[src/rtl/cpu_mem_pkg.sv]
// Shared types and constants for the CPU memory arbiter: FSM encoding and wait-time default.
// No logic here; latency and backpressure are defined by mem_arbiter.
package cpu_mem_pkg;

  localparam int WAIT_CYCLES_DEF = 2;
  localparam int WAIT_CNT_W      = 4;

  typedef logic [1:0] arb_state_t;

  localparam arb_state_t ST_IDLE = 2'd0;
  localparam arb_state_t ST_IACC = 2'd1;
  localparam arb_state_t ST_DACC = 2'd2;
  localparam arb_state_t ST_DONE = 2'd3;

  // Data wins when it is the only requester, or when both ask and the pointer favours data.
  function automatic logic grant_data(input logic i_req, input logic d_req, input logic prio_d);
    return d_req && (!i_req || prio_d);
  endfunction

endpackage

[src/rtl/mem_arbiter_if.sv]
// Bundle of the instruction/data requester ports and the shared memory port.
// master = requesters and memory model side, slave = the arbiter.
interface mem_arbiter_if #(
  parameter int ADDR_W = 32,
  parameter int DATA_W = 32
) ();

  logic              i_req;
  logic [ADDR_W-1:0] i_addr;
  logic [DATA_W-1:0] i_rdata;
  logic              i_ack;

  logic              d_req;
  logic              d_we;
  logic [ADDR_W-1:0] d_addr;
  logic [DATA_W-1:0] d_wdata;
  logic [DATA_W-1:0] d_rdata;
  logic              d_ack;

  logic [ADDR_W-1:0] m_addr;
  logic [DATA_W-1:0] m_wdata;
  logic              m_read;
  logic              m_write;
  logic [DATA_W-1:0] m_rdata;

  modport master (
    output i_req, i_addr, d_req, d_we, d_addr, d_wdata, m_rdata,
    input  i_rdata, i_ack, d_rdata, d_ack, m_addr, m_wdata, m_read, m_write
  );

  modport slave (
    input  i_req, i_addr, d_req, d_we, d_addr, d_wdata, m_rdata,
    output i_rdata, i_ack, d_rdata, d_ack, m_addr, m_wdata, m_read, m_write
  );

endinterface

[src/rtl/mem_wait_counter.sv]
// Down-counter timing the memory access phase; done flags the last access cycle.
// Load has priority over counting; no backpressure.
module mem_wait_counter #(
  parameter int CNT_W = 4
) (
  input  logic             clk,
  input  logic             rst,
  input  logic             load,
  input  logic [CNT_W-1:0] load_val,
  input  logic             en,
  output logic             done
);

  logic [CNT_W-1:0] cnt_q;

  always_ff @(posedge clk or negedge rst) begin
    if (!rst) begin
      cnt_q <= '0;
    end else if (load) begin
      cnt_q <= load_val;
    end else if (en && (cnt_q != '0)) begin
      cnt_q <= cnt_q - 1'b1;
    end
  end

  assign done = en && (cnt_q == CNT_W'(1));

endmodule

[src/rtl/mem_arbiter.sv]
// Round-robin arbiter of instruction and data requesters onto one memory port (optional ARB_STATS_EN stats).
// Latency: req in IDLE at N -> access N+1..N+WAIT_CYCLES -> ack at N+WAIT_CYCLES+1; requests wait while busy.
module mem_arbiter
  import cpu_mem_pkg::*;
#(
  parameter int ADDR_W      = 32,
  parameter int DATA_W      = 32,
  parameter int WAIT_CYCLES = WAIT_CYCLES_DEF
) (
  input  logic               clk,
  input  logic               rst,
  mem_arbiter_if.slave       bus
`ifdef ARB_STATS_EN
  ,
  output logic [15:0]        stat_conflicts
`endif
);

  arb_state_t        state_q;
  arb_state_t        state_d;
  logic              prio_d_q;
  logic              gnt_d_q;
  logic              we_q;
  logic [ADDR_W-1:0] addr_q;
  logic [DATA_W-1:0] wdata_q;
  logic [DATA_W-1:0] i_rdata_q;
  logic [DATA_W-1:0] d_rdata_q;

  logic in_idle;
  logic in_acc;
  logic any_req;
  logic pick_d;
  logic grant;
  logic wait_done;

  assign in_idle = (state_q == ST_IDLE);
  assign in_acc  = (state_q == ST_IACC) || (state_q == ST_DACC);
  assign any_req = bus.i_req || bus.d_req;
  assign pick_d  = grant_data(bus.i_req, bus.d_req, prio_d_q);
  assign grant   = in_idle && any_req;

  mem_wait_counter #(
    .CNT_W(WAIT_CNT_W)
  ) u_wait (
    .clk      (clk),
    .rst      (rst),
    .load     (grant),
    .load_val (WAIT_CNT_W'(WAIT_CYCLES)),
    .en       (in_acc),
    .done     (wait_done)
  );

  always_comb begin
    state_d = state_q;
    case (state_q)
      ST_IDLE: begin
        if (any_req) begin
          state_d = pick_d ? ST_DACC : ST_IACC;
        end
      end
      ST_IACC, ST_DACC: begin
        if (wait_done) begin
          state_d = ST_DONE;
        end
      end
      default: state_d = ST_IDLE;
    endcase
  end

  always_ff @(posedge clk or negedge rst) begin
    if (!rst) begin
      state_q   <= ST_IDLE;
      prio_d_q  <= 1'b1;
      gnt_d_q   <= 1'b0;
      we_q      <= 1'b0;
      addr_q    <= '0;
      wdata_q   <= '0;
      i_rdata_q <= '0;
      d_rdata_q <= '0;
    end else begin
      state_q <= state_d;
      // Requester inputs are captured once here and ignored until the next IDLE.
      if (grant) begin
        gnt_d_q <= pick_d;
        we_q    <= pick_d && bus.d_we;
        addr_q  <= pick_d ? bus.d_addr : bus.i_addr;
        wdata_q <= pick_d ? bus.d_wdata : '0;
      end
      if (wait_done && !we_q) begin
        if (gnt_d_q) begin
          d_rdata_q <= bus.m_rdata;
        end else begin
          i_rdata_q <= bus.m_rdata;
        end
      end
      if (state_q == ST_DONE) begin
        prio_d_q <= !gnt_d_q;
      end
    end
  end

  assign bus.m_addr  = addr_q;
  assign bus.m_wdata = wdata_q;
  assign bus.m_read  = in_acc && !we_q;
  assign bus.m_write = in_acc && we_q;
  assign bus.i_ack   = (state_q == ST_DONE) && !gnt_d_q;
  assign bus.d_ack   = (state_q == ST_DONE) && gnt_d_q;
  assign bus.i_rdata = i_rdata_q;
  assign bus.d_rdata = d_rdata_q;

`ifdef ARB_STATS_EN
  logic [15:0] conflicts_q;

  always_ff @(posedge clk or negedge rst) begin
    if (!rst) begin
      conflicts_q <= '0;
    end else if (in_idle && bus.i_req && bus.d_req && (conflicts_q != 16'hFFFF)) begin
      conflicts_q <= conflicts_q + 16'd1;
    end
  end

  assign stat_conflicts = conflicts_q;
`endif

  a_rd_wr_excl: assert property (@(posedge clk) disable iff (!rst) !(bus.m_read && bus.m_write));

endmodule
[src/flat_wrapper.sv]
// flat-port wrapper written by rule: the top's interface ports become plain ports
module mem_arbiter_flat import cpu_mem_pkg::*;
#(
  parameter int ADDR_W      = 32,
  parameter int DATA_W      = 32,
  parameter int WAIT_CYCLES = WAIT_CYCLES_DEF
)
  (clk, rst, bus_i_req, bus_i_addr, bus_d_req, bus_d_we, bus_d_addr, bus_d_wdata, bus_m_rdata, bus_i_rdata, bus_i_ack, bus_d_rdata, bus_d_ack, bus_m_addr, bus_m_wdata, bus_m_read, bus_m_write);
  mem_arbiter_if #(.ADDR_W(ADDR_W), .DATA_W(DATA_W)) bus_i ();
  input  logic clk;
  input  logic rst;
  input wire logic [$bits(bus_i.i_req)-1:0] bus_i_req;
  input wire logic [$bits(bus_i.i_addr)-1:0] bus_i_addr;
  input wire logic [$bits(bus_i.d_req)-1:0] bus_d_req;
  input wire logic [$bits(bus_i.d_we)-1:0] bus_d_we;
  input wire logic [$bits(bus_i.d_addr)-1:0] bus_d_addr;
  input wire logic [$bits(bus_i.d_wdata)-1:0] bus_d_wdata;
  input wire logic [$bits(bus_i.m_rdata)-1:0] bus_m_rdata;
  output wire logic [$bits(bus_i.i_rdata)-1:0] bus_i_rdata;
  output wire logic [$bits(bus_i.i_ack)-1:0] bus_i_ack;
  output wire logic [$bits(bus_i.d_rdata)-1:0] bus_d_rdata;
  output wire logic [$bits(bus_i.d_ack)-1:0] bus_d_ack;
  output wire logic [$bits(bus_i.m_addr)-1:0] bus_m_addr;
  output wire logic [$bits(bus_i.m_wdata)-1:0] bus_m_wdata;
  output wire logic [$bits(bus_i.m_read)-1:0] bus_m_read;
  output wire logic [$bits(bus_i.m_write)-1:0] bus_m_write;
  assign bus_i.i_req = bus_i_req;
  assign bus_i.i_addr = bus_i_addr;
  assign bus_i.d_req = bus_d_req;
  assign bus_i.d_we = bus_d_we;
  assign bus_i.d_addr = bus_d_addr;
  assign bus_i.d_wdata = bus_d_wdata;
  assign bus_i.m_rdata = bus_m_rdata;
  assign bus_i_rdata = bus_i.i_rdata;
  assign bus_i_ack = bus_i.i_ack;
  assign bus_d_rdata = bus_i.d_rdata;
  assign bus_d_ack = bus_i.d_ack;
  assign bus_m_addr = bus_i.m_addr;
  assign bus_m_wdata = bus_i.m_wdata;
  assign bus_m_read = bus_i.m_read;
  assign bus_m_write = bus_i.m_write;
  mem_arbiter #(.ADDR_W(ADDR_W), .DATA_W(DATA_W), .WAIT_CYCLES(WAIT_CYCLES)) u_core (.clk(clk), .rst(rst), .bus(bus_i));
endmodule
[config.mk]
export PLATFORM = sky130hd
export DESIGN_NAME = mem_arbiter_flat
export DESIGN_NICKNAME = d
export VERILOG_FILES = /design/src/rtl/cpu_mem_pkg.sv /design/src/rtl/mem_arbiter_if.sv /design/src/rtl/mem_wait_counter.sv /design/src/rtl/mem_arbiter.sv /design/src/flat_wrapper.sv
export SDC_FILE = /design/constraint.sdc
export NUM_CORES = 1
export LEC_CHECK = 0
export BUFFER_PORTS_ARGS = -buffer_cell sky130_fd_sc_hd__buf_2
export CAP_MARGIN = 20
export CORE_MARGIN = 4
export CORE_UTILIZATION = 40
export DETAILED_ROUTE_END_ITERATION = 12
export HOLD_SLACK_MARGIN = 0.15
export PLACE_DENSITY = 0.7
export SLEW_MARGIN = 25
export SYNTH_ARGS = -nofsm -noshare
export SYNTH_HDL_FRONTEND = slang
export SYNTH_HIERARCHICAL = 1
export SYNTH_SLANG_ARGS = --single-unit
[constraint.sdc]
create_clock -name clk -period 3.9 [get_ports clk]
set_input_delay 0.39 -clock clk [delete_from_list [all_inputs] [get_ports clk]]
set_output_delay 0.39 -clock clk [all_outputs]
set_load 0.05 [all_outputs]
# ---- Word-level counts from Yosys, hierarchy flattened
# Index checks and enable logic that the tools add are counted.
dict set report classes {
  n_mux 8
  eq_ne 6
  reduce_logical 23
  n_bitwise 1
  addsub 1
}
# operator count
set ops {}
lappend ops {{32-bit two-way mux} 2}
lappend ops {{1-bit logical AND} 10}
lappend ops {{4-bit two-way mux} 2}
lappend ops {{2-bit two-way mux} 3}
lappend ops {{2-bit AND reduction} 3}
lappend ops {{2-bit equality test (second input constant)} 2}
lappend ops {{4-bit by 1-bit equality test with 1-bit output (second input constant)} 1}
lappend ops {{2-bit one-hot mux with 2 select lines} 1}
lappend ops {{4-bit nonzero test} 1}
lappend ops {{4-bit by 1-bit subtractor with 4-bit output (second input constant)} 1}
lappend ops {{1-bit zero test} 3}
lappend ops {{1-bit logical OR} 3}
lappend ops {{2-bit by 1-bit equality test with 1-bit output (second input constant)} 1}
lappend ops {{2-bit zero test} 1}
lappend ops {{2-bit by 1-bit inequality test with 1-bit output (second input constant)} 1}
lappend ops {{2-bit inequality test (second input constant)} 1}
lappend ops {{2-bit nonzero test} 1}
lappend ops {{2-bit OR reduction} 1}
lappend ops {{1-bit inverter} 1}
dict set report word_totals {
  regBits 137
  output_inout_bits 132
}

# ---- Longest topological paths before layout
dict set report logic_depth {
  depth_word 6
  depth_mapped 8
  mapped_depth_nobuf 7
}

# ---- Modules after synthesis
# The synthesis kept the hierarchy.
# module cells_per_inst seq_area_each_um2 area_each_um2 instances
set by_module_without_submodules {}
lappend by_module_without_submodules {mem_arbiter 423 3329.4 5383.9 1}
lappend by_module_without_submodules {mem_wait_counter 30 100.1 266.5 1}

# ---- Least setup slack after synthesis
# OpenSTA, ideal clock, no wires.
dict set report synth_path {
  path_kind {register to register}
  from {register u_core.state_q[0]}
  to {register u_core.i_rdata_q[10], in the netlist u_core/bus.i_rdata[10]}
  path_stages_with_launch 8
  t_arrival_ns 1.909
  path_buffers 1
  setup_ns 0.125
  setup_slack_ns 1.866
  path_cell_list {dfrtp_1 > inv_1 > ha_1 > nand2_1 > nor3_1 > nor3b_2 > buf_4 > mux2_2}
}
dict set report synth_via {
  elab_chain_cells 5
  word_cells_on_any_way 6
  cone_classes {eq/ne (2); reduce/logical (4)}
}
# element line
set synth_lines {}
lappend synth_lines {{start: declaration} mem_arbiter.sv:19} ;# arb_state_t state_q;
lappend synth_lines {{start signal: assignment} mem_arbiter.sv:81} ;# state_q <= state_d;
lappend synth_lines {{2-bit by 1-bit equality test with 1-bit output or 2-bit equality test (tied branches)} mem_arbiter.sv:37} ;# assign in_acc = (state_q == ST_IACC) || (state_q == ST_DACC);
lappend synth_lines {{1-bit logical OR (*)} mem_arbiter.sv:37}
lappend synth_lines {{net u_core.in_acc} mem_arbiter.sv:30} ;# logic in_acc;
lappend synth_lines {{1-bit logical AND (*)} mem_wait_counter.sv:26} ;# assign done = en && (cnt_q == CNT_W'(1));
lappend synth_lines {{net u_core.wait_done} mem_arbiter.sv:34} ;# logic wait_done;
lappend synth_lines {{1-bit logical AND (*)} mem_arbiter.sv:89} ;# if (wait_done && !we_q) begin
lappend synth_lines {{2-bit AND reduction (no line) (*)} n/a}
lappend synth_lines {{end signal: assignment} mem_arbiter.sv:93} ;# i_rdata_q <= bus.m_rdata;
lappend synth_lines {{end: declaration} mem_arbiter.sv:26} ;# logic [DATA_W-1:0] i_rdata_q;
# The timed path passes the listed nets; every way through them passes the cells marked *.
# A chain may end at the register's enable or synchronous reset.

# ---- Worst setup path in the final report
dict set report layout_path {
  from {register u_core.state_q[0]}
  to {register u_core.i_rdata_q[29], in the netlist u_core/bus.i_rdata[29]}
}
# Same word-level chain as after synthesis.

==> results.md <==
* Skew final at roughly 8.2 ps
* Startpoint Class: register
* Reg2reg path depth at 7
* Yosys reg bits at ~140
* DP HPWL at 11.2 mm
* First-pass GRT wire length at between 20 and 25 mm
* Skew-Pair Late Insertion Delay at just over 400 ps
* Bufs on Longest Clock Path at 2
* Pre-antenna DRT Iters at 5
* Post-synth cell types at 40
* Largest net degree at the start of global routing at 73
* Worst Tran Pin Value at 901 ps
* Critical path arrival at between 2000 and 3000 ps
* Antenna violations before repair at 1
* Synth warnings at 6
* Hold_sp: bus_d_wdata[8]
* Number of core rows at 43
* Part of the cycle the worst path needs at 62.0%
* Proportion of layout cells with a drive suffix above 1 at between 50% and 60%
* TNS Setup at 0 ps
* # diodes at 0
* Pre-CTS WS at around 1500 ps
* Reg2Reg Capture Point: u_core/bus.i_rdata[29]
* Post-CTS setup buffer count at 0
* Max-Cap Viols at 0
* Crit path max fanout at 32
* DRT Wirelength at about 15 mm
* Smallest setup slack after layout at between 1000 and 1500 ps
* Final ANT Viol Nets at 0
* Die Height at between 100 and 150 µm
* Setup crit end kind: register
* Post-DR wirelength/cell at ~17 µm
* Data required time of the critical path at approximately 4200 ps
* Slew Limit Fails at 0
* Post-synthesis sequential area ratio at 60.7%
* Synthesized area at ~5700 µm²
* Status: completed
* Synth area leader: dfrtp_1
* RSZ-0062 raised after global routing: no
* Final Critical Period at 2420 ps
* Drt via density at 5.20
* Ranking of synthesized cells by area: dfrtp_1 (60%), mux2_2 (13%), a22o_1 (5.1%)
* Core ar. at about 14000 µm²
* Num CTS Buffers at 17
* Clock transition at the registers of the reported paths at 60 ps
* Worst hold stages at 2
* Post-synth EDFFs at 0
* Post-synth top area share at 60.2%
* CTS sink cnt at approximately 140
* Clk root buf: clkbuf_16
* Cell count after synthesis at 453
* Initial Utilization at between 40% and 50%
* Area Overhead vs Synth at 35.2%
* Iteration-0 DRC count of the detailed router at 262
* Post_cts resized at 0
* Slew HR at 39.9%
* Crit path cell chain: inv_1 -> ha_1 -> nand2_1 -> nor3_1 -> nor3b_4 -> buf_4 -> mux2_2
* CTS Hold Bufs at 1
* F_max at about 0.41 GHz
* RR Startpoint: u_core/state_q[0]
* Vias in the first global route at between 4000 and 5000
* Grt total ovfl at 0
* Asr flop ratio synth at 100%
* Num ports at approximately 270
* Number of port buffers at ~260
* Cell family with most CP delay: simple AND/OR/NAND/NOR gates
* CP bufs+invs at 2
* Worst path max stage delay at around 450 ps
* Primary FF master, synth: dfrtp_1
* Avg Cell Area, Syn at approximately 12 µm²
* GP Congestion at 0.825
* WHS Endpoint: u_core/bus.m_wdata[8]
* R2R Setup Slk at 1480 ps
* CTS tree: built
* Final setup violation count at 0
* Routed via count at about 4700
* DIE AREA at 16100 µm²
* Hold Fails Final Rpt at 0
* Overall routing resource usage at between 10% and 20%
* Nets at 849
* H-tree lvl count at 4
* Worst hold path type: input pin to register
* Die Wd at about 130 µm
* DRC at 0
* Worst Path Class, Setup: register to register
* Worst-path cell with the longest stage delay: ha_1
registers in the layout, indices dropped and copies added (netlist names):
| register | count |
|---|---|
| u_core/u_wait/cnt_q | 4 |
| u_core/we_q | 1 |
| u_core/bus.i_rdata | 32 |
| u_core/prio_d_q | 1 |
| u_core/bus.d_rdata | 32 |
| u_core/gnt_d_q | 1 |
| u_core/bus.m_wdata | 32 |
| u_core/state_q | 2 |
| u_core/bus.m_addr | 32 |
how the worst max path moves through the flow:
stage,endpoint,from,cells past startpoint
floorplan,u_core/bus.i_rdata[10],u_core/state_q[0],7
global placement,u_core/bus.i_rdata[23],u_core/state_q[0],7
detailed placement,u_core/bus.i_rdata[30],u_core/state_q[0],7
CTS,u_core/bus.i_rdata[17],u_core/state_q[0],7
global route,u_core/bus.i_rdata[29],u_core/state_q[0],7
finish,u_core/bus.i_rdata[29],u_core/state_q[0],7
cell usage after synthesis (all sizes together), types with 2 or more instances:
| master | count |
|---|---|
| nor2 | 38 |
| dfrtp | 136 |
| o21ai | 35 |
| a22o | 33 |
| nor3 | 2 |
| inv | 9 |
| nor2b | 2 |
| and2 | 2 |
| ha | 4 |
| a21oi | 34 |
| a31oi | 34 |
| mux2 | 64 |
| nand2 | 4 |
| clkbuf | 13 |
| conb | 2 |
| buf | 21 |
| nor3b | 3 |
cells in the final DEF, fill, tap and decap left out, types with 4 or more instances in the layout:
cell type  count
a21oi_1       34
a22o_1        33
a31oi_1       34
buf_2        263
buf_4          7
clkbuf_16     17
conb_1         4
dfrtp_1      136
ha_1           4
inv_1          8
inv_6          8
mux2_2        64
nand2_1        4
nor2_1        38
o21ai_0       33
cell families (layout without fill, tap and decap cells):
kind of cell / count (synthesis) / count (layout) / synth area share [%]
buffers and inverters: 43 / 313 / 4.16
AND/OR/NAND/NOR: 60 / 60 / 5.25
multiplexers: 65 / 65 / 12.9
adder cells (fa/ha/maj): 4 / 4 / 0.886
AO/OA/AOI/OAI: 142 / 142 / 15.9
flip-flops: 137 / 137 / 60.7
other: 2 / 4 / 0.133
stage by stage:
step                instance area [µm²]  cells  hold WS, ps  util [%]
CTS                                7640    905          164      55.0
detailed placement                 7080    872          436      51.0
global placement                   7080    872          424      51.0
floorplan                          5660    455         94.4         -
finish                             7640    905          186      55.0
global route                       7640    905          166      55.0
layout make-up:
type,instances,area (µm²)
Clock inverter,15,130
Multi-Input combinational cell,275,2010
Sequential cell,137,3430
Inverter,9,33.8
Fill cell,1188,6240
Timing Repair Buffer,272,1390
Tap cell,180,225
Clock buffer,17,425
routing by layer:
| layer | up-vias | GRT usage (%) | part of all wire (%) |
|---|---|---|---|
| met1 | 2271 | 24.4 | 42 |
| li1 | 2158 | - | - |
| met5 | - | 0 | 0.046 |
| met3 | 21 | 5.94 | 9.4 |
| met2 | 251 | 30.1 | 47 |
| met4 | 2 | 5.36 | 1.1 |
Power is not shown: default switching activity piles up to over one toggle a cycle in this logic, so the estimate is an artifact.
